File: src/rtl/act_patch_pkg.sv
// ---------------------------------------------------------------------------
// act_patch_pkg
// Shared types for the activation patch stream controller.
//   state_t   : controller phase (IDLE -> LOAD -> RUN, RUN -> LOAD on reload)
//   SEL_*     : per-lane 2-bit source code reported on out_sel
// ---------------------------------------------------------------------------
package act_patch_pkg;

    typedef enum logic [1:0] {
        IDLE = 2'd0,
        LOAD = 2'd1,
        RUN  = 2'd2
    } state_t;

    localparam logic [1:0] SEL_ORIG  = 2'b00;  // activation passed through
    localparam logic [1:0] SEL_FLIP  = 2'b01;  // bitwise inverted activation
    localparam logic [1:0] SEL_PATCH = 2'b10;  // value taken from patch cache
    localparam logic [1:0] SEL_ERR   = 2'b11;  // block index out of range

endpackage

File: src/rtl/act_patch_stream_ctrl_if.sv
// ---------------------------------------------------------------------------
// act_patch_stream_ctrl_if
// Bundles the three streams of the patch controller plus its status outputs.
//   load_*   : cache fill stream (one N-bit entry per handshake) and reload
//   in_*     : activation block stream (M lanes, flip/patch masks, block idx)
//   out_*    : result block stream with per-lane source codes
//   error    : sticky out-of-range block flag
//   blocks_done : saturating count of delivered result blocks
// master = producer/consumer side (testbench), slave = controller side.
// ---------------------------------------------------------------------------
interface act_patch_stream_ctrl_if #(
    parameter int N = 16,
    parameter int M = 4,
    parameter int B = 4
);
    localparam int BW = (B > 1) ? $clog2(B) : 1;

    logic                  load_valid;
    logic                  load_ready;
    logic [N-1:0]          load_data;
    logic                  reload;

    logic                  in_valid;
    logic                  in_ready;
    logic [M-1:0][N-1:0]   in_act;
    logic [M-1:0]          in_f;
    logic [M-1:0]          in_p;
    logic [BW-1:0]         in_block;

    logic                  out_valid;
    logic                  out_ready;
    logic [M-1:0][N-1:0]   out_act;
    logic [M-1:0][1:0]     out_sel;

    logic                  error;
    logic [31:0]           blocks_done;

    modport master (
        output load_valid, load_data, reload,
        output in_valid, in_act, in_f, in_p, in_block,
        output out_ready,
        input  load_ready, in_ready, out_valid, out_act, out_sel,
        input  error, blocks_done
    );

    modport slave (
        input  load_valid, load_data, reload,
        input  in_valid, in_act, in_f, in_p, in_block,
        input  out_ready,
        output load_ready, in_ready, out_valid, out_act, out_sel,
        output error, blocks_done
    );
endinterface

File: src/rtl/act_lane_select.sv
// ---------------------------------------------------------------------------
// act_lane_select
// Combinational per-lane source selection.
//   act, flip, patch : lane activation and its flip/patch mask bits
//   blk_err          : block index out of range (overrides everything)
//   cache_q          : cache entry addressed for this lane
//   res, sel         : selected value and its source code
// Priority: blk_err > patch > flip > original.
// ---------------------------------------------------------------------------
module act_lane_select
    import act_patch_pkg::*;
#(
    parameter int N = 16
) (
    input  logic [N-1:0] act,
    input  logic         flip,
    input  logic         patch,
    input  logic         blk_err,
    input  logic [N-1:0] cache_q,
    output logic [N-1:0] res,
    output logic [1:0]   sel
);
    always_comb begin
        res = act;
        sel = SEL_ORIG;
        if (blk_err) begin
            res = act;
            sel = SEL_ERR;
        end else if (patch) begin
            res = cache_q;
            sel = SEL_PATCH;
        end else if (flip) begin
            res = ~act;
            sel = SEL_FLIP;
        end
    end
endmodule

File: src/rtl/act_patch_stream_ctrl.sv
// ---------------------------------------------------------------------------
// act_patch_stream_ctrl
// Fills a B*M-entry patch cache from the load stream, then transforms
// activation blocks lane by lane (patch / flip / pass) with one cycle of
// latency behind a ready/valid output register.
//   clk    : rising-edge clock
//   reset  : asynchronous, active-low
//   bus    : act_patch_stream_ctrl_if.slave (load, in, out streams + status)
// A reload in RUN waits until the output register can be freed, so an
// unconsumed result is never dropped; while it waits it stays pending.
// ---------------------------------------------------------------------------
module act_patch_stream_ctrl
    import act_patch_pkg::*;
#(
    parameter int N = 16,
    parameter int M = 4,
    parameter int B = 4
) (
    input  logic                    clk,
    input  logic                    reset,
    act_patch_stream_ctrl_if.slave  bus
);
    localparam int             BW   = (B > 1) ? $clog2(B) : 1;
    localparam int             D    = B * M;
    localparam int             IW   = $clog2(D);
    localparam logic [IW-1:0]  LAST = IW'(D - 1);

    state_t              state, state_nx;
    logic [IW-1:0]       load_idx;
    logic                reload_pend;
    logic [N-1:0]        cache [D];

    logic                load_ready_c, in_ready_c, reload_take;
    logic                load_fire, accept, drain, free, reload_req;
    logic                blk_err;
    logic [BW-1:0]       blk_sel;
    logic [M-1:0][N-1:0] lane_act;
    logic [M-1:0][1:0]   lane_sel;

    logic                out_valid_q, error_q;
    logic [M-1:0][N-1:0] out_act_q;
    logic [M-1:0][1:0]   out_sel_q;
    logic [31:0]         blocks_done_q;

    assign free       = !out_valid_q || bus.out_ready;
    assign drain      = out_valid_q && bus.out_ready;
    assign reload_req = bus.reload || reload_pend;
    assign load_fire  = bus.load_valid && load_ready_c;
    assign accept     = bus.in_valid && in_ready_c;

    // ---------------- FSM ----------------
    always_ff @(posedge clk or negedge reset) begin
        if (!reset) state <= IDLE;
        else        state <= state_nx;
    end

    always_comb begin
        state_nx     = state;
        load_ready_c = 1'b0;
        in_ready_c   = 1'b0;
        reload_take  = 1'b0;
        case (state)
            IDLE: state_nx = LOAD;
            LOAD: begin
                load_ready_c = 1'b1;
                // A reload on the final write restarts the fill instead.
                if (!bus.reload && bus.load_valid && load_idx == LAST)
                    state_nx = RUN;
            end
            RUN: begin
                if (reload_req && free) begin
                    reload_take = 1'b1;
                    state_nx    = LOAD;
                end else begin
                    in_ready_c  = free;
                end
            end
            default: state_nx = IDLE;
        endcase
    end

    assign bus.load_ready = load_ready_c;
    assign bus.in_ready   = in_ready_c;

    // ---------------- fill index / reload tracking ----------------
    always_ff @(posedge clk or negedge reset) begin
        if (!reset) begin
            load_idx    <= '0;
            reload_pend <= 1'b0;
        end else begin
            if (state == IDLE || (state == LOAD && bus.reload) || reload_take)
                load_idx <= '0;
            else if (load_fire)
                load_idx <= (load_idx == LAST) ? '0 : load_idx + 1'b1;

            // Pending only survives in RUN while the output is blocked.
            reload_pend <= (state == RUN) && reload_req && !free;
        end
    end

    // Cache contents are don't-care until written, so no reset.
    always_ff @(posedge clk) begin
        if (load_fire) cache[load_idx] <= bus.load_data;
    end

    // ---------------- lane datapath ----------------
    assign blk_err = 32'(bus.in_block) >= B;
    // Out-of-range blocks read entry 0; the result is discarded anyway.
    assign blk_sel = blk_err ? '0 : bus.in_block;

    for (genvar i = 0; i < M; i++) begin : g_lane
        logic [IW-1:0] ridx;
        assign ridx = IW'(32'(blk_sel) * M + i);

        act_lane_select #(.N(N)) u_sel (
            .act     (bus.in_act[i]),
            .flip    (bus.in_f[i]),
            .patch   (bus.in_p[i]),
            .blk_err (blk_err),
            .cache_q (cache[ridx]),
            .res     (lane_act[i]),
            .sel     (lane_sel[i])
        );
    end

    // ---------------- output register / status ----------------
    always_ff @(posedge clk or negedge reset) begin
        if (!reset) begin
            out_valid_q   <= 1'b0;
            out_act_q     <= '0;
            out_sel_q     <= '0;
            error_q       <= 1'b0;
            blocks_done_q <= '0;
        end else begin
            if (accept) begin
                out_valid_q <= 1'b1;
                out_act_q   <= lane_act;
                out_sel_q   <= lane_sel;
                if (blk_err) error_q <= 1'b1;
            end else if (drain) begin
                out_valid_q <= 1'b0;
            end
            if (drain && blocks_done_q != '1)
                blocks_done_q <= blocks_done_q + 32'd1;
        end
    end

    assign bus.out_valid   = out_valid_q;
    assign bus.out_act     = out_act_q;
    assign bus.out_sel     = out_sel_q;
    assign bus.error       = error_q;
    assign bus.blocks_done = blocks_done_q;
endmodule

File: src/flat_wrapper.sv
// flat-port wrapper written by rule: the top's interface ports become plain ports
module act_patch_stream_ctrl_flat import act_patch_pkg::*;
#(
    parameter int N = 16,
    parameter int M = 4,
    parameter int B = 4
)
  (clk, reset, bus_load_valid, bus_load_data, bus_reload, bus_in_valid, bus_in_act, bus_in_f, bus_in_p, bus_in_block, bus_out_ready, bus_load_ready, bus_in_ready, bus_out_valid, bus_out_act, bus_out_sel, bus_error, bus_blocks_done);
  act_patch_stream_ctrl_if #(.N(N), .M(M), .B(B)) bus_i ();
  input  logic clk;
  input  logic reset;
  input wire logic [$bits(bus_i.load_valid)-1:0] bus_load_valid;
  input wire logic [$bits(bus_i.load_data)-1:0] bus_load_data;
  input wire logic [$bits(bus_i.reload)-1:0] bus_reload;
  input wire logic [$bits(bus_i.in_valid)-1:0] bus_in_valid;
  input wire logic [$bits(bus_i.in_act)-1:0] bus_in_act;
  input wire logic [$bits(bus_i.in_f)-1:0] bus_in_f;
  input wire logic [$bits(bus_i.in_p)-1:0] bus_in_p;
  input wire logic [$bits(bus_i.in_block)-1:0] bus_in_block;
  input wire logic [$bits(bus_i.out_ready)-1:0] bus_out_ready;
  output wire logic [$bits(bus_i.load_ready)-1:0] bus_load_ready;
  output wire logic [$bits(bus_i.in_ready)-1:0] bus_in_ready;
  output wire logic [$bits(bus_i.out_valid)-1:0] bus_out_valid;
  output wire logic [$bits(bus_i.out_act)-1:0] bus_out_act;
  output wire logic [$bits(bus_i.out_sel)-1:0] bus_out_sel;
  output wire logic [$bits(bus_i.error)-1:0] bus_error;
  output wire logic [$bits(bus_i.blocks_done)-1:0] bus_blocks_done;
  assign bus_i.load_valid = bus_load_valid;
  assign bus_i.load_data = bus_load_data;
  assign bus_i.reload = bus_reload;
  assign bus_i.in_valid = bus_in_valid;
  assign bus_i.in_act = bus_in_act;
  assign bus_i.in_f = bus_in_f;
  assign bus_i.in_p = bus_in_p;
  assign bus_i.in_block = bus_in_block;
  assign bus_i.out_ready = bus_out_ready;
  assign bus_load_ready = bus_i.load_ready;
  assign bus_in_ready = bus_i.in_ready;
  assign bus_out_valid = bus_i.out_valid;
  assign bus_out_act = bus_i.out_act;
  assign bus_out_sel = bus_i.out_sel;
  assign bus_error = bus_i.error;
  assign bus_blocks_done = bus_i.blocks_done;
  act_patch_stream_ctrl #(.N(N), .M(M), .B(B)) u_core (.clk(clk), .reset(reset), .bus(bus_i));
endmodule
File: config.mk
export PLATFORM = sky130hd
export DESIGN_NAME = act_patch_stream_ctrl_flat
export DESIGN_NICKNAME = d
export VERILOG_FILES = /design/src/rtl/act_patch_pkg.sv /design/src/rtl/act_patch_stream_ctrl_if.sv /design/src/rtl/act_lane_select.sv /design/src/rtl/act_patch_stream_ctrl.sv /design/src/flat_wrapper.sv
export SDC_FILE = /design/constraint.sdc
export NUM_CORES = 1
export LEC_CHECK = 0
export ABC_AREA = 1
export CAP_MARGIN = 20
export CORE_UTILIZATION = 55
export DETAILED_ROUTE_END_ITERATION = 8
export PLACE_DENSITY_LB_ADDON = 0.15
export RECOVER_POWER = 25
export SYNTH_ARGS = -nofsm -noshare
export SYNTH_HDL_FRONTEND = slang
export SYNTH_HIERARCHICAL = 1
export SYNTH_SLANG_ARGS = --single-unit
export TNS_END_PERCENT = 50
File: constraint.sdc
create_clock -name clk -period 5.19 [get_ports clk]
set_input_delay 0.7785 -clock clk [delete_from_list [all_inputs] [get_ports clk]]
set_output_delay 0.7785 -clock clk [all_outputs]
set_load 0.01 [all_outputs]
Word level (Yosys, flattened, before mapping)
Memories as Yosys holds them, arrays and structs flattened.
Index checks and enable logic that the tools add are counted.
{ "word_totals": {"register_bits": 112, "ramBits": 256, "output_inout_bits": 108, "mem_count": 1} }
{ "mem_list": {"columns": ["memory", "depth", "width", "rd", "rd_ports_with_merged_regs", "wr", "line_no", "source"], "rows": [
  ["u_core.cache", 16, 16, 4, 0, 1, "act_patch_stream_ctrl.sv:31", "logic [N-1:0] cache [D];"]
]} }
{ "op_classes": {"n_addsub": 5, "eq_ne": 6, "n_mux": 31, "bitwise_logic": 4, "n_reduce_logical": 21} }
{ "op_table": {"columns": ["cell", "n"], "rows": [
  ["$mux W16", 8],
  ["$not A16 Y16", 4],
  ["$add A32 B1 Y32 const B", 1],
  ["$ne A32 B32 Y1 const B", 1],
  ["$mux W1", 13],
  ["$mux W2", 6],
  ["$mux W4", 3],
  ["$logic_and A1 B1 Y1", 10],
  ["$add A4 B1 Y4 const B", 2],
  ["$add A4 B2 Y4 const B", 2],
  ["$pmux W2 S3", 1],
  ["$eq A4 B4 Y1 const B", 1],
  ["$logic_or A1 B1 Y1", 4],
  ["$ne A2 B1 Y1 const B", 2],
  ["$reduce_bool A2 Y1", 2],
  ["$logic_not A1 Y1", 3],
  ["$eq A2 B1 Y1 const B", 1],
  ["$eq A2 B2 Y1 const B", 1],
  ["$logic_not A2 Y1", 1],
  ["$reduce_and A2 Y1", 1]
]} }

Logic depth before layout (Yosys ltp)
{ "depth": {"word_depth": 7, "depth_mapped": 12, "ltp_nobuf": 10} }

Modules after synthesis
Netlist, hierarchy kept.
{ "by_module_without_submodules": {"columns": ["mod", "n_inst", "cells_each", "area_each_um2", "seq_area_each_um2"], "rows": [
  ["act_patch_stream_ctrl", 1, 1371, 14931.8, 10490.1],
  ["act_lane_select", 4, 159, 686.9, 0.0]
]} }

Worst setup path before layout
OpenSTA, ideal clock, no wires.
{ "synth_path": {"path_kind": "input to register", "start": "input port bus_load_valid", "end": "memory u_core.cache[11][0], enable pin", "setup_time_ps": 388, "arrival_time_ps": 1984, "setup_slack_ps": 2818, "stages": 4, "path_buffers": 0, "cell_sequence": "inv_1 > nor2_1 > nand2_1 > nor2_1"} }
{ "synth_between": {"elab_chain_len": 3} }
{ "synth_rtl": {"columns": ["item", "line_no", "source"], "rows": [
  ["start, declared", "flat_wrapper.sv:12", "input wire logic [$bits(bus_i.load_valid)-1:0] bus_load_valid;"],
  ["$logic_and A1 B1 Y1", "act_patch_stream_ctrl.sv:48", "assign load_fire = bus.load_valid && load_ready_c;"],
  ["$mux W1", "act_patch_stream_ctrl.sv:103", "if (load_fire) cache[load_idx] <= bus.load_data;"],
  ["$mux W1 (not written as such)", "act_patch_stream_ctrl.sv:103", null],
  ["end, declared", "act_patch_stream_ctrl.sv:31", null]
]} }
Every way passes these cells.

Final worst setup path
{ "layout_path": {"start": "input port bus_reload", "end": "output port bus_in_ready"} }
{ "layout_between": {"elab_chain_len": 4} }
{ "layout_rtl": {"columns": ["item", "line_no", "source"], "rows": [
  ["start, declared", "flat_wrapper.sv:14", "input wire logic [$bits(bus_i.reload)-1:0] bus_reload;"],
  ["$logic_or A1 B1 Y1", "act_patch_stream_ctrl.sv:47", "assign reload_req = bus.reload || reload_pend;"],
  ["$logic_and A1 B1 Y1", "act_patch_stream_ctrl.sv:71", "if (reload_req && free) begin"],
  ["$mux W1", "act_patch_stream_ctrl.sv:71", null],
  ["$mux W1", "act_patch_stream_ctrl.sv:62", "case (state)"],
  ["end, declared", "flat_wrapper.sv:22", "output wire logic [$bits(bus_i.in_ready)-1:0] bus_in_ready;"]
]} }
Every way passes these cells.

==> impl_metrics.json <==
{
  "ios": 204,
  "cp_max_fo": 3,
  "swShare": 0.2265,
  "drt-met1-wl_um": 21010,
  "dr_total_vias": 14340,
  "slowest_delay_ns": 0.56,
  "timing.setup.tns_ns": 0,
  "p_int_mw": 5.114,
  "setup_viol": 0,
  "path_buf_inv": 3,
  "syn_inst": 2007,
  "grt_usage": 0.2925,
  "path_cells": "dlygate4sd3_1, inv_1, nand2_1, nor2_4, clkdlybuf4s50_1",
  "start_util": 0.5603,
  "drc": 0,
  "insertion_delay_ns": 0.54,
  "syn_area_um2": 17680,
  "cts_buffers": 40,
  "rr_worst_depth": 6,
  "avgSynthCellArea_um2": 8.809,
  "leakagePower_nw": 8.981,
  "cp.required_ns": 4.41,
  "power_frac_seq": 0.481,
  "die_h_um": 181.3,
  "end_kind": "output port",
  "dieArea_um2": 32870,
  "place.gp.congestion": 0.8815,
  "cts_hold_buf": 0,
  "core_um2": 31560,
  "cts_resized": 0,
  "layout_common_cells": "nand2_1 (649), nor2_1 (329), edfxtp_1 (256)",
  "drive_gt1_frac": 0.06485,
  "antenna_found_initial": 0,
  "drtAntennaViolNets": 0,
  "relSlewSlack": -0.3373,
  "worst_slack_ns": 2.006,
  "cts_tree": "yes",
  "first_pass_iters": 5,
  "min_path_cells": 2,
  "whs_ns": 0.4714,
  "routed.top_layer": "met4",
  "max_freq_ghz": 0.3140,
  "fin_skew_ns": 0.01145,
  "cts_root_buffer": "clkbuf_16",
  "cts.clk_slew.worst_paths_ns": 0.06,
  "crit_family": "buffers and inverters",
  "rsz0062_at_grt": "no",
  "diodes": 0,
  "dpl.hpwl_um": 30700,
  "hold_class": "reg -> reg",
  "finalNetCount": 2274,
  "drt_iter0_markers": 1439,
  "power_mw": 6.612,
  "cts_setup_buffers": 0,
  "dr_wl_met3_um": 3924,
  "violations": "max-capacitance violations, max-slew violations",
  "arrival_ns": 2.41,
  "fin_crit_sh": 0.6136,
  "yosysUniqueCellTypes": 33,
  "dieWidth_um": 181.3,
  "crit_slowest_cell": "clkdlybuf4s50_1",
  "route.met2.wl_um": 21370,
  "powerDensity_nw_per_um2": 311.7,
  "slew_viol_final": 34,
  "portBuffers": 202,
  "seq_area_frac_synth": 0.5933,
  "peakVddDrop_v": 0.0003135,
  "yosys_warnings": 6,
  "syn_to_final_growth_pct": 19.99,
  "clkPwrFrac": 0.441,
  "pre_cts_ws_ns": 1.975,
  "tightest_slew_ns": 2.006,
  "grt.overflow.total": 0,
  "clock-sinks": 368,
  "grt_pass1_wl_um": 74770,
  "grt_max_degree": 129,
  "routed_wl_um": 47560,
  "finalHoldViolations": 0,
  "fin_crit_ns": 3.184,
  "drv_cap": 1,
  "grt_pass1_vias": 13470,
  "cp.depth": 5,
  "clk_path_buf_depth": 3,
  "path_class": "in -> out",
  "start_kind": "input port",
  "final_common_cell": "nand2_1",
  "via_per_inst": 5.501,
  "p_comb_frac": 0.078,
  "fill_cells": 2502,
  "wl_per_cell_um": 18.24,
  "ys_ff_latch": 368,
  "p_switching_mw": 1.497,
  "num_rows": 65,
  "htreeDepth": 2,
  "outcome": "finished with violations"
}
-- per-layer routing --
layer / global-route usage / vias up
li1: - / 6890
met1: 0.4278 / 6709
met2: 0.4451 / 661
met3: 0.04959 / 80
met4: 0.09525 / 0
met5: 0 / -
-- kinds of logic (layout without fill, tap and decap cells) --
family | after synthesis | count (layout) | share of synthesized area
AND/OR/NAND/NOR | 1188 | 1188 | 0.2731
other | 1 | 5 | 0.0002121
adder cells (fa/ha/maj) | 5 | 5 | 0.003539
flip-flops | 368 | 368 | 0.5933
XOR/XNOR | 13 | 13 | 0.006440
buffers and inverters | 229 | 423 | 0.06115
AO/OA/AOI/OAI | 203 | 203 | 0.06221
-- area by class of cell --
class,count,area (um^2),share of cell area
sequential,368,10490,0.4945
tap,402,503.0,0.02371
multi-input combinational,1414,6133,0.2891
clock inverter,19,240.2,0.01132
inverter,119,476.7,0.02247
timing repair buffer,230,2251,0.1061
clock buffer,55,1120,0.05279
-- power by group through the flow --
| stage | Clock (mW) | Combinational [mW] | Sequential (mW) |
|---|---|---|---|
| final | 2.91 | 0.518 | 3.18 |
| after detailed placement | 0 | 0.506 | 3.24 |
| after floorplan | 0 | 0.294 | 3.24 |
| after CTS | 2.96 | 0.510 | 3.18 |
| after global placement | 0 | 0.498 | 3.24 |
| after global routing | 3.07 | 0.574 | 3.18 |
-- sequential cells by signal (all words and copies together) (netlist names) --
signal / count
u_core/bus.blocks_done: 32
u_core/bus.out_act: 64
u_core/bus.out_sel: 8
u_core/bus.out_valid: 1
u_core/cache: 256
u_core/load_idx: 4
u_core/reload_pend: 1
u_core/state: 2
-- stage by stage --
| step | cell area, um^2 | utilization | std cells |
|---|---|---|---|
| finish | 21210 | 0.6723 | 2607 |
| global route | 21210 | 0.6723 | 2607 |
| CTS | 21190 | 0.6715 | 2606 |
| detailed placement | 19830 | 0.6284 | 2532 |
| global placement | 19830 | 0.6284 | 2532 |
| floorplan | 17690 | - | 2011 |
-- path summary, 6_finish.rpt --
kind                       slack [ns]                    from                         end
max                              2.01              bus_reload                bus_in_ready
min                              0.47  u_core/bus.out_act[30]      u_core/bus.out_act[30]
max reg2reg                      2.87         u_core/state[0]      u_core/bus.out_act[63]
min reg2reg                      0.47  u_core/bus.out_act[30]      u_core/bus.out_act[30]
max in group asynchronous        2.74                   reset  u_core/bus.blocks_done[16]
min in group asynchronous        0.80                   reset       u_core/bus.out_sel[4]
-- worst register-to-register path: cells and delay by family, from the launching register on --
family,cells,cell delay [ns]
buffers and inverters,1,0.63
DFF,1,0.39
and+or+nand+nor,5,1.23
-- cell usage after synthesis --
library cell / instances / share of area
nand2_2: 36 / 0.013
buf_4: 9 / 0.0038
nand3_1: 156 / 0.044
buf_2: 38 / 0.011
nand2_1: 650 / 0.14
nor2_8: 1 / 0.0011
xnor2_1: 5 / 0.0025
nor2_2: 1 / 0.00035
nor3_1: 2 / 0.00057
clkinv_1: 1 / 0.00021
xor2_1: 8 / 0.0040
ha_1: 5 / 0.0035
nand3b_1: 3 / 0.0013
conb_1: 1 / 0.00021
buf_6: 6 / 0.0038
nor2_4: 1 / 0.00064
inv_8: 4 / 0.0025
nor2_1: 330 / 0.070
nand3b_4: 1 / 0.0011
inv_2: 4 / 0.00085
and2_1: 1 / 0.00035
edfxtp_1: 256 / 0.43
dfrtp_1: 112 / 0.16
nand2_4: 2 / 0.0013
o21ai_0: 136 / 0.038
buf_12: 4 / 0.0045
clkbuf_1: 52 / 0.011
inv_1: 110 / 0.023
a21oi_2: 1 / 0.00050
nand4_1: 4 / 0.0014
o22ai_1: 64 / 0.023
a21oi_1: 2 / 0.00057
buf_1: 1 / 0.00021
(Power assumes the default switching activity.)
